File: src/rtl/gate_test_sequencer_pkg.sv
// gate_seq_pkg: shared state encoding and sizes for the gate unit self-test sequencer
package gate_seq_pkg;
    typedef enum logic [1:0] {IDLE, RUN, DONE} state_t;
    localparam int NUM_VEC = 32;
    localparam int VEC_W   = 5;
    localparam int ERR_W   = 6;
endpackage

File: src/rtl/gate_test_sequencer_golden_model.sv
// gate_golden_model: reference response of the gate unit (c=a&b, f=d|e, h=~g)
//   vec      in  5  {g,e,d,b,a}
//   expected out 3  {h,f,c}
module gate_golden_model
    import gate_seq_pkg::*;
(
    input  logic [VEC_W-1:0] vec,
    output logic [2:0]       expected
);
    always_comb expected = {~vec[4], vec[2] | vec[3], vec[0] & vec[1]};
endmodule

File: src/rtl/gate_test_sequencer.sv
// gate_test_sequencer: steps the gate unit through all 32 vectors and scores its responses
//   clk, rst_n      clock, async active-low reset
//   start, pause    launch a run (IDLE/DONE), freeze counters (RUN)
//   gate_in         vector driven to the gate unit, {g,e,d,b,a}
//   gate_out        {h,f,c} returned by the gate unit
//   busy, done      run in progress, run finished
//   pass            no mismatches, valid with done
//   err_count       mismatching vectors, 0..32
//   first_fail      first mismatching vector, 0 if none
//   fail_seen       at least one mismatch this run
module gate_test_sequencer
    import gate_seq_pkg::*;
#(
    parameter int STEP_CYCLES = 4,
    parameter int TICK_W      = 27
) (
    input  logic             clk,
    input  logic             rst_n,
    input  logic             start,
    input  logic             pause,
    output logic [VEC_W-1:0] gate_in,
    input  logic [2:0]       gate_out,
    output logic             busy,
    output logic             done,
    output logic             pass,
    output logic [ERR_W-1:0] err_count,
    output logic [VEC_W-1:0] first_fail,
    output logic             fail_seen
);
    state_t            state;
    logic [TICK_W-1:0] tick;
    logic [VEC_W-1:0]  vec;
    logic [2:0]        expected;
    logic              mism;
    logic              last_tick;

    gate_golden_model u_gold (.vec(vec), .expected(expected));

    // gate_in has been stable on vec for at least STEP_CYCLES-1 cycles when last_tick is high
    always_comb begin
        mism      = expected != gate_out;
        last_tick = tick == TICK_W'(STEP_CYCLES - 1);
    end

    always_ff @(posedge clk or negedge rst_n) begin
        if (!rst_n) begin
            state      <= IDLE;
            vec        <= '0;
            tick       <= '0;
            gate_in    <= '0;
            busy       <= 1'b0;
            done       <= 1'b0;
            pass       <= 1'b0;
            err_count  <= '0;
            first_fail <= '0;
            fail_seen  <= 1'b0;
        end else begin
            gate_in <= vec;
            if (state != RUN) begin
                if (start) begin
                    state      <= RUN;
                    vec        <= '0;
                    tick       <= '0;
                    busy       <= 1'b1;
                    done       <= 1'b0;
                    pass       <= 1'b0;
                    err_count  <= '0;
                    first_fail <= '0;
                    fail_seen  <= 1'b0;
                end
            end else if (!pause) begin
                if (last_tick) begin
                    tick <= '0;
                    if (mism) begin
                        err_count <= (err_count == ERR_W'(NUM_VEC)) ? err_count : err_count + 1'b1;
                        if (!fail_seen) begin
                            first_fail <= vec;
                            fail_seen  <= 1'b1;
                        end
                    end
                    if (vec == VEC_W'(NUM_VEC - 1)) begin
                        state <= DONE;
                        busy  <= 1'b0;
                        done  <= 1'b1;
                        pass  <= (err_count == '0) && !mism;
                    end else begin
                        vec <= vec + 1'b1;
                    end
                end else begin
                    tick <= tick + 1'b1;
                end
            end
        end
    end
endmodule

File: config.mk
export PLATFORM = sky130hd
export DESIGN_NAME = gate_test_sequencer
export DESIGN_NICKNAME = d
export VERILOG_FILES = /design/src/rtl/gate_test_sequencer_pkg.sv /design/src/rtl/gate_test_sequencer_golden_model.sv /design/src/rtl/gate_test_sequencer.sv
export SDC_FILE = /design/constraint.sdc
export NUM_CORES = 1
export LEC_CHECK = 0
export ABC_AREA = 1
export CAP_MARGIN = 20
export CELL_PAD_IN_SITES_DETAIL_PLACEMENT = 1
export CELL_PAD_IN_SITES_GLOBAL_PLACEMENT = 1
export CORE_AREA = 2 2 109 69
export CTS_BUF_LIST = sky130_fd_sc_hd__clkbuf_2 sky130_fd_sc_hd__clkbuf_4 sky130_fd_sc_hd__clkbuf_8
export DETAILED_ROUTE_END_ITERATION = 8
export DIE_AREA = 0 0 111 71
export PLACE_DENSITY_LB_ADDON = 0.1
export SYNTH_ARGS = -nofsm -noshare
export SYNTH_HDL_FRONTEND = slang
export SYNTH_HIERARCHICAL = 1
export SYNTH_SLANG_ARGS = --single-unit
File: constraint.sdc
create_clock -name clk -period 3.2 [get_ports clk]
set_input_delay 0.64 -clock clk [delete_from_list [all_inputs] [get_ports clk]]
set_output_delay 0.64 -clock clk [all_outputs]
set_load 0.01 [all_outputs]
# Word-level counts from Yosys, hierarchy flattened

Index checks and enable logic that the tools add are counted.

Logic and storage cells: 81
Input port bits: 7
Flip-flop bits (word level): 54

Bitwise logic cells: 3
Equal/unequal tests: 10
Reductions and logical operators: 12
Multiplexer cells: 43
$add $sub $neg: 3

Operators by type and width:

| operator              | count |
|---|---|
| $mux 27               | 4 |
| $mux 5                | 10 |
| $mux 6                | 6 |
| $add 27x1->27 const B | 1 |
| $eq 27x2->1 const B   | 1 |
| $mux 1                | 18 |
| $reduce_and 4->1      | 3 |
| $mux 2                | 5 |
| $reduce_and 5->1      | 2 |
| $add 6x1->6 const B   | 1 |
| $eq 6x6->1 const B    | 1 |
| $logic_not 6->1       | 1 |
| $ne 2x1->1 const B    | 3 |
| $ne 2x2->1 const B    | 3 |
| $reduce_bool 2->1     | 3 |
| $add 5x1->5 const B   | 1 |
| $eq 5x5->1 const B    | 1 |
| $ne 3x3->1            | 1 |
| $reduce_and 2->1      | 1 |
| $and 1x1->1           | 1 |
| $logic_and 1x1->1     | 1 |
| $logic_not 1->1       | 1 |
| $not 1->1             | 1 |
| $or 1x1->1            | 1 |

# Longest topological paths before layout

Gate-level depths: netlist (run 1).

Word-level depth: 8
Depth in mapped cells: 11

# Cells and area by module

Netlist (run 1), hierarchy kept.

Modules (own cells, without submodules):

| module              | instances | sequential area each (µm²) | cells an instance | area each (µm²) |
|---|---|---|---|---|
| gate_test_sequencer | 1         | 1,301.2                    | 441               | 3,140.5 |
| gate_golden_model   | 1         | 0.0                        | 6                 | 22.5 |

# Least setup slack after synthesis (run 1)

No wires, ideal clock.

Path type: reg2reg
Start point: register tick[0]
End point: register tick[18]
Clock period less this slack: 1,539 ps
Path slack: 1,661 ps
Data arrival time: 1,413 ps
Cell stages (with the launch flop): 12
Cell sequence: dfrtp_1 ha_1 nand2_1 nor2_1 nand2_1 nor2_1 nand2_2 nand2_4 nand2_2 inv_2 buf_4 nor3_1

Word-level cells in the longest chain between the ends: 4
Elaborated cells between the ends (all ways): 5

RTL lines:

| item                                         | line                                                 | source |
|---|---|---|
| start, declared                              | gate_test_sequencer.sv:31                            | `logic [TICK_W-1:0] tick;` |
| start signal, assigned                       | gate_test_sequencer.sv:90                            | `tick <= tick + 1'b1;` |
| $add 27x1->27 or $eq 27x2->1 (tied branches) | gate_test_sequencer.sv:90, gate_test_sequencer.sv:42 |  |
| $mux 27 *                                    | gate_test_sequencer.sv:72                            | `if (last_tick) begin` |
| $mux 27 *                                    | gate_test_sequencer.sv:71                            | `end else if (!pause) begin` |
| $mux 27 *                                    | gate_test_sequencer.sv:59                            | `if (state != RUN) begin` |

Mark *: on every way between the ends. The rest lies on a longest branch, timed or not. The select of a mux whose other input is x is not followed.
A chain may end at the register's enable or synchronous reset.

==> results of run 1 <==
where the power goes:
| group | switching, uW | internal (uW) | total [uW] | leakage, uW |
|---|---|---|---|---|
| combinational | 553 | 268 | 821 | 0.000942 |
| clock | 255 | 158 | 413 | 0.0000485 |
| sequential | 103 | 743 | 847 | 0.000715 |
worst paths after layout:
path | startpoint | endpoint | cells past startpoint
hold / removal | rst_n | tick[3] | 1
setup / recovery | done | tick[8] | 8
min in group clk | vec[3] | gate_in[3] | 0
setup reg to reg | done | tick[8] | 8
max in group asynchronous | rst_n | tick[25] | 2
hold reg to reg | vec[3] | gate_in[3] | 0
placed cells by master (no fill, tap or decap), types with 2 or more instances in the layout:
cell type,count
nand4_1,18
o21ai_1,3
nand2_1,124
clkdlybuf4s50_1,25
inv_2,4
inv_1,56
nor3_2,2
nand3_1,35
dfrtp_1,52
xor2_1,5
clkbuf_8,5
nor2_1,59
o21ai_0,19
nor4_1,2
buf_4,5
nand2_2,5
nand2_4,2
nor3_1,18
a21oi_1,16
ha_1,5
nor3b_1,2
area by class of cell:
cell class	count	area (um2)
multi-input combinational	327	1580
clock inverter	3	22.5
timing repair buffer	31	293
fill	923	3330
inverter	60	225
tap	91	114
clock buffer	5	68.8
sequential	52	1300
per-stage QoR:
stage                     power (uW)  cells  utilization, %
final                           2080    569            52.0
after CTS                       2090    569            52.0
after global placement          1640    561            50.7
after global routing            2230    569            52.0
after detailed placement        1680    561            50.7
after floorplan                 1400    447               -
sequential cells by signal, indices dropped and copies added (netlist names):
signal	count
pass	1
err_count	6
fail_seen	1
state	1
done	1
tick	27
first_fail	5
gate_in	5
vec	5
cells by family after synthesis:
family | share of synthesized area [%]
simple gates | 39.6
xor+xnor | 1.66
flops | 41.1
buf+inv | 8.82
fa+ha+maj | 1.98
compound gates | 6.84
routing by layer:
| metal | global-route usage, % | routed length, um | vias up |
|---|---|---|---|
| li1 | - | - | 1494 |
| met5 | 0 | 0 | - |
| met4 | 4.17 | 55 | 0 |
| met2 | 38.1 | 3920 | 75 |
| met1 | 41.6 | 5150 | 1526 |
| met3 | 4.20 | 465 | 7 |
critical path, stage by stage, from the launching register on:
cell and delay, ns:
dfrtp_1 0.47, inv_2 0.08, nand2_1 0.25, nand2_1 0.20, nand2_2 0.19, inv_2 0.40
nand2_2 0.18, inv_2 0.26, nor2_1 0.11
==> impl_metrics.py, run 1 <==
metrics = {
    "setup_path": {
        "cp-start-kind": "flip-flop",
        "ff2ff_setup_slack_ns": 0.94,
        "worstSetupEndpointType": "flip-flop",
        "crit_required_ns": 3.41,
        "crit_arrival_ns": 2.47,
        "path_class": "flip-flop to flip-flop",
        "path_max_fanout": 20,
    },
    "sta": {
        "tightest_slew_ns": 0.775,
        "setup_viol": 0,
        "slew_headroom_pct": 47.8,
        "slew_viol_final": 0,
        "finalCriticalPeriod_ns": 2.26,
        "skew_ns": 0.0172,
        "fin_setup_tns_ns": 0,
        "hold_viol_final": 0,
        "finalCritPeriodShare_pct": 70.6,
        "hold_ws_ns": 0.383,
        "timing.fmax_ghz": 0.443,
        "rsz0062_at_grt": "no",
        "worst_slack_ns": 0.942,
    },
    "clock_tree": {
        "clk_path_buf_depth": 2,
        "path_clk_slew_ns": 0.11,
        "numCtsBuffers": 5,
        "cts_max_level": 2,
        "cts_tree": "built",
        "cts_sinks": 52,
        "insertion_delay_ns": 0.33,
        "cts_root_buf": "clkbuf_8",
        "cts_setup_buffers": 0,
        "cts_resized": 0,
        "cts_hold_buf": 0,
    },
    "logic_synthesis": {
        "yosysTopAreaCellShare_pct": 41.1,
        "synth-seq-cells": 52,
        "synth_cell_types": 34,
        "synthCells": 447,
        "yosysSeqAreaShare_pct": 41.1,
        "synthTopCellsByArea": "dfrtp_1 (41%), nand2_1 (15%), nor2_1 (7.0%), inv_1 (6.6%), nand3_1 (5.5%)",
        "synth_area_per_cell_um2": 7.08,
        "async_reset_ff_share_pct": 100,
        "synth_warnings": 6,
        "synth_commonest_cells": "nand2_1 (124), nor2_1 (59), inv_1 (56)",
        "yosysTopAreaCell": "dfrtp_1",
        "yosysMostFrequentCell": "nand2_1",
        "synth_edf_count": 0,
        "synth.cell_area_um2": 3160,
        "ys.flop_type": "dfrtp_1",
        "synthesis.nets": 459,
    },
    "detailed_routing": {
        "antenna_left": 0,
        "vias": 3102,
        "drc": 0,
        "wl_um": 9590,
        "dr.pass1.iters": 4,
        "drt_iter0_drc": 196,
        "vias_per_cell": 5.45,
        "wl_per_cell_um": 16.9,
    },
    "die": {
        "initial_utilization_pct": 45.6,
        "die_h_um": 71,
        "dieWidth_um": 111,
        "pin_count": 27,
        "rows": 24,
        "core_area_um2": 6940,
        "die-area_um2": 7880,
    },
    "final_layout": {
        "syn_to_final_growth_pct": 14.0,
        "drive_gt1_share_pct": 7.11,
        "final_cell_area_um2": 3610,
        "antenna_cells": 0,
        "final_nets": 489,
    },
    "placement": {
        "placed_area_um2": 3520,
        "pre_cts_ws_ns": 0.633,
        "gp_congestion": 0.907,
        "place_hpwl_um": 7430,
        "port_buffers": 26,
    },
    "outcome": {
        "status": "completed",
    },
    "global_route": {
        "grt_util_all_layers_pct": 26.2,
        "grt_pass1_vias": 3105,
        "grt_overflow": 0,
        "grt_pass1_wl_um": 16300,
        "antenna_found_initial": 0,
        "grt_max_degree": 33,
    },
    "power_and_ir_drop": {
        "p_leak_uw": 0.00171,
        "power-per-cell-area_nw_per_um2": 577,
        "irDropWorstVdd_mv": 0.399,
    },
    "job": {
        "maxCapViolCount": 0,
    },
    "min_path": {
        "worstHoldPathType": "input port to async pin",
    },
}
(Power assumes the default switching activity.)
==> run 2, diff against run 1 <==
--- a/config.mk
+++ b/config.mk
@@ -9,10 +9,10 @@
 export CAP_MARGIN = 20
 export CELL_PAD_IN_SITES_DETAIL_PLACEMENT = 1
 export CELL_PAD_IN_SITES_GLOBAL_PLACEMENT = 1
-export CORE_AREA = 2 2 109 69
+export CORE_AREA = 2 2 113 71
 export CTS_BUF_LIST = sky130_fd_sc_hd__clkbuf_2 sky130_fd_sc_hd__clkbuf_4 sky130_fd_sc_hd__clkbuf_8
 export DETAILED_ROUTE_END_ITERATION = 8
-export DIE_AREA = 0 0 111 71
+export DIE_AREA = 0 0 115 73
 export PLACE_DENSITY_LB_ADDON = 0.1
 export SYNTH_ARGS = -nofsm -noshare
 export SYNTH_HDL_FRONTEND = slang
==> constraint.sdc (replaced) <==
create_clock -name clk -period 2.25 [get_ports clk]
set_input_delay 0.45 -clock clk [delete_from_list [all_inputs] [get_ports clk]]
set_output_delay 0.45 -clock clk [all_outputs]
set_load 0.01 [all_outputs]
==> run 2 against run 1 <==
  * Register-to-register slack got worse by 0.63 ns
  * First-iteration DRC count increased by 11%
  * Sequential cell count unchanged
==> impl_metrics.py, run 2 (synthesized netlist as in run 1, its figures left out) <==
metrics = {
    "die": {
        "dieWidth_um": 115,
        "die_h_um": 73,
        "core_area_um2": 7510,
        "die-area_um2": 8400,
        "pin_count": 27,
        "rows": 25,
        "initial_utilization_pct": 42.1,
    },
    "clock_tree": {
        "cts_resized": 0,
        "cts_hold_buf": 0,
        "insertion_delay_ns": 0.33,
        "path_clk_slew_ns": 0.11,
        "cts_setup_buffers": 0,
        "cts_max_level": 2,
        "cts_sinks": 52,
        "clk_path_buf_depth": 2,
        "cts_tree": "built",
        "cts_root_buf": "clkbuf_8",
        "numCtsBuffers": 5,
    },
    "setup_path": {
        "critPathSlowestCell": "dfrtp_1",
        "worstSetupEndpointType": "flip-flop",
        "cp-start-kind": "flip-flop",
        "cpMostUsedCell": "nand2_1",
        "crit_chain": "ha_1, nand2_1, nor2_1, nand2_1, nor2_1, nand2_2, o21bai_2, nand4_1, nand2_1",
        "path_class": "flip-flop to flip-flop",
        "path_max_fanout": 10,
        "cp_slowest_stage_delay_ns": 0.41,
        "crit_arrival_ns": 2.19,
        "crit_required_ns": 2.51,
    },
    "sta": {
        "skew_ns": 0.0134,
        "hold_viol_final": 0,
        "finalCritPeriodShare_pct": 85.9,
        "rsz0062_at_grt": "no",
        "setup_viol": 0,
        "fin_setup_tns_ns": 0,
        "worst_slack_ns": 0.316,
        "finalCriticalPeriod_ns": 1.93,
        "slew_viol_final": 0,
        "hold_ws_ns": 0.109,
        "tightest_slew_ns": 0.577,
        "timing.fmax_ghz": 0.517,
        "slew_headroom_pct": 61.2,
    },
    "power_and_ir_drop": {
        "p_leak_uw": 0.00172,
        "irDropWorstVdd_mv": 0.318,
        "power-per-cell-area_nw_per_um2": 827,
        "power_uw": 3010,
    },
    "final_layout": {
        "instances_no_fill": 575,
        "layout_common_cells": "nand2_1 (124), nor2_1 (59), inv_1 (56), dfrtp_1 (52), nand3_1 (35)",
        "drive_gt1_share_pct": 7.69,
        "regMostFlops": "tick",
        "layout_commonest_cell": "nand2_1",
        "syn_to_final_growth_pct": 14.9,
        "reg_top3": "tick x27, err_count x6",
        "largest_register_ffs": 27,
        "final_nets": 492,
        "antenna_cells": 0,
    },
    "detailed_routing": {
        "drc": 0,
        "dr_wl_met3_um": 450,
        "dr.pass1.iters": 5,
        "met2_length_um": 3790,
        "m1WireLength_um": 5150,
        "vias": 3084,
        "wl_per_cell_um": 16.5,
        "wl_um": 9470,
        "highest_layer": "met4",
        "antenna_left": 0,
        "vias_per_cell": 5.36,
        "drt_iter0_drc": 218,
    },
    "global_route": {
        "grt_max_degree": 29,
        "antenna_found_initial": 0,
        "grt_pass1_vias": 3022,
        "grt_util_all_layers_pct": 24.5,
        "grt_overflow": 0,
        "grt_pass1_wl_um": 15800,
    },
    "job": {
        "maxCapViolCount": 0,
    },
    "placement": {
        "port_buffers": 26,
        "gp_congestion": 0.890,
        "placedCellCount": 567,
        "pre_cts_ws_ns": 0.151,
        "place_hpwl_um": 7310,
    },
    "outcome": {
        "status": "completed",
    },
    "min_path": {
        "worstHoldPathType": "input port to async pin",
    },
}
[run 2: final cells by class]
class	instances	area [um2]
Tap cell	94	118
Sequential cell	52	1300
Fill cell	1007	3870
Inverter	60	225
Multi-Input combinational cell	327	1580
Clock inverter	2	16.3
Clock buffer	6	76.3
Timing Repair Buffer	34	315
[run 2: metrics by stage]
stage          instance area [um2]  util [%]
6_report                      3630      48.4
5_1_grt                       3630      48.4
2_1_floorplan                 3160         -
3_5_place_dp                  3540      47.2
4_1_cts                       3630      48.4
3_3_place_gp                  3540      47.2
[run 2: routing by layer]
metal  vias to the layer above  global-route usage (%)
met5                         -                       0
met4                         0                    5.09
met3                         8                    3.74
met2                        70                    33.3
met1                      1504                    40.0
li1                       1502                       -
[run 2: worst max-delay path: cells and delay by family (launching register included)]
family                     cells  cell delay (ns)
DFF                            1             0.41
AOI/OAI and AO/OA              1             0.40
adders and majority gates      1             0.28
and+or+nand+nor                7             0.79
[run 2: report_power, final]
part,internal [uW],switching (uW)
logic,431,802
clock network,235,346
registers,1060,134
total,1720,1280
[run 2: worst paths after layout]
path | startpoint | end | slack [ns] | cells past startpoint
worst max-delay path | tick[0] | err_count[3] | 0.32 | 9
max in group asynchronous | rst_n | tick[3] | 1.82 | 2
worst min register to register | vec[3] | gate_in[3] | 0.47 | 0
worst max register to register | tick[0] | err_count[3] | 0.32 | 9
min in group clk | vec[3] | gate_in[3] | 0.47 | 0
worst min-delay path | rst_n | tick[8] | 0.11 | 2
==> run 3, diff against run 2 <==
--- a/config.mk
+++ b/config.mk
@@ -13,6 +13,7 @@
 export CTS_BUF_LIST = sky130_fd_sc_hd__clkbuf_2 sky130_fd_sc_hd__clkbuf_4 sky130_fd_sc_hd__clkbuf_8
 export DETAILED_ROUTE_END_ITERATION = 8
 export DIE_AREA = 0 0 115 73
+export MAX_ROUTING_LAYER = met4
 export PLACE_DENSITY_LB_ADDON = 0.1
 export SYNTH_ARGS = -nofsm -noshare
 export SYNTH_HDL_FRONTEND = slang
==> run 3 against run 2 <==
  * Fmax fell by 0.61%
  * Critical path depth shrank 2
  * Combinational power barely moved
  * Total power about the same
  * Via count fell by 1.2%
  * Global-route usage grew 0.76 points
  * Critical endpoint is now tick[13]
  * Largest power group unchanged
==> impl_metrics.py, run 3 (synthesized netlist as in run 1, its figures left out) <==
metrics = {
    "final_layout": {
        "final_util_pct": 48.4,
        "layout_common_cells": "nand2_1 (124), nor2_1 (59), inv_1 (56), dfrtp_1 (52), nand3_1 (35)",
        "regMostFlops": "tick",
        "final_nets": 492,
        "largest_register_ffs": 27,
        "reg_top3": "tick x27, err_count x6",
        "num-fill-cells": 1007,
        "instances_no_fill": 575,
        "drive_gt1_share_pct": 7.69,
        "antenna_cells": 0,
        "layout_commonest_cell": "nand2_1",
        "syn_to_final_growth_pct": 14.9,
    },
    "detailed_routing": {
        "wl_um": 9460,
        "vias": 3047,
        "vias_per_cell": 5.30,
        "antenna_left": 0,
        "drc": 0,
        "wl_per_cell_um": 16.4,
        "drt_iter0_drc": 175,
        "dr.pass1.iters": 4,
    },
    "sta": {
        "timing.fmax_ghz": 0.514,
        "tightest_slew_ns": 0.611,
        "rsz0062_at_grt": "no",
        "slew_headroom_pct": 58.9,
        "finalCritPeriodShare_pct": 86.5,
        "fin_setup_tns_ns": 0,
        "setup_viol": 0,
        "hold_viol_final": 0,
        "finalCriticalPeriod_ns": 1.95,
        "skew_ns": 0.0142,
        "slew_viol_final": 0,
    },
    "clock_tree": {
        "cts_setup_buffers": 0,
        "cts_max_level": 2,
        "cts_resized": 0,
        "path_clk_slew_ns": 0.11,
        "cts_root_buf": "clkbuf_8",
        "cts_sinks": 52,
        "cts_tree": "built",
        "numCtsBuffers": 5,
        "cts_hold_buf": 0,
        "clk_path_buf_depth": 2,
        "insertion_delay_ns": 0.33,
    },
    "outcome": {
        "status": "completed",
    },
    "setup_path": {
        "reg2reg_depth": 7,
        "worstSetupEndpointType": "flip-flop",
        "cp-start-kind": "flip-flop",
        "path_class": "flip-flop to flip-flop",
        "crit_arrival_ns": 2.17,
        "crit_required_ns": 2.47,
        "ff2ff_setup_slack_ns": 0.30,
        "rr_endpoint": "tick[13]",
        "path_max_fanout": 5,
        "timing.rr.start": "tick[2]",
    },
    "power_and_ir_drop": {
        "power_uw": 3000,
        "irDropWorstVdd_mv": 0.319,
        "p_leak_uw": 0.00172,
        "power-per-cell-area_nw_per_um2": 826,
    },
    "die": {
        "dieWidth_um": 115,
        "die-area_um2": 8400,
        "rows": 25,
        "core_area_um2": 7510,
        "die_h_um": 73,
        "pin_count": 27,
        "initial_utilization_pct": 42.1,
    },
    "global_route": {
        "grt_pass1_vias": 3021,
        "grt_max_degree": 29,
        "grt_util_all_layers_pct": 25.2,
        "grt_overflow": 0,
        "antenna_found_initial": 0,
        "grt_pass1_wl_um": 15800,
    },
    "job": {
        "maxCapViolCount": 0,
    },
    "placement": {
        "place_hpwl_um": 7310,
        "placedCellCount": 567,
        "port_buffers": 26,
        "gp_congestion": 0.905,
    },
    "min_path": {
        "worstHoldPathType": "input port to async pin",
    },
}
[run 3: cell counts in the layout (fill, tap and decap cells not counted)]
No cell type changed its count.
[run 3: worst max path at each step]
stage | to | slack, ns | depth (start not counted) | from
3_5_place_dp | tick[7] | 0.15 | 7 | pause
3_3_place_gp | first_fail[1] | 0.19 | 9 | gate_out[0]
4_1_cts | err_count[3] | 0.33 | 9 | tick[0]
6_report | tick[13] | 0.30 | 7 | tick[2]
5_1_grt | first_fail[1] | 0.14 | 9 | tick[0]
2_1_floorplan | tick[18] | 0.71 | 11 | tick[0]
[run 3: where the power goes]
group / switching, uW / internal, uW
Sequential: 134 / 1060
Clock: 347 / 235
Combinational: 800 / 431
[run 3: cell type report]
type | count | area [um2] | share of cell area [%]
Multi-Input combinational cell | 327 | 1580 | 43.5
Sequential cell | 52 | 1300 | 35.8
Timing Repair Buffer | 34 | 315 | 8.67
Inverter | 60 | 225 | 6.20
Tap cell | 94 | 118 | 3.24
Clock buffer | 6 | 76.3 | 2.10
Clock inverter | 2 | 16.3 | 0.448
[run 3: critical path, stage by stage (launching register included)]
cell     delay (ns)
dfrtp_1        0.45
nand3_1        0.12
nor2_1         0.28
nand2_1        0.23
nor2_1         0.36
nand3_1        0.16
o21ai_0        0.18
a21oi_1        0.07
[run 3: metrics by stage]
step	hold WS [ns]	instance area (um2)	worst slack, ns
detailed placement	0.462	3540	0.151
global route	0.125	3630	0.139
global placement	0.444	3540	0.193
floorplan	0.154	3160	0.711
CTS	0.119	3630	0.332
finish	0.107	3630	0.305
[run 3: per-layer routing]
metal | track usage, % | share of wire [%] | vias to the layer above | wire length (um)
met5 | - | 0 | - | 0
met4 | 5.09 | 0.47 | 0 | 44
met3 | 3.74 | 5.0 | 4 | 470
met2 | 33.3 | 40 | 71 | 3800
met1 | 40.1 | 54 | 1473 | 5140
li1 | - | - | 1499 | -
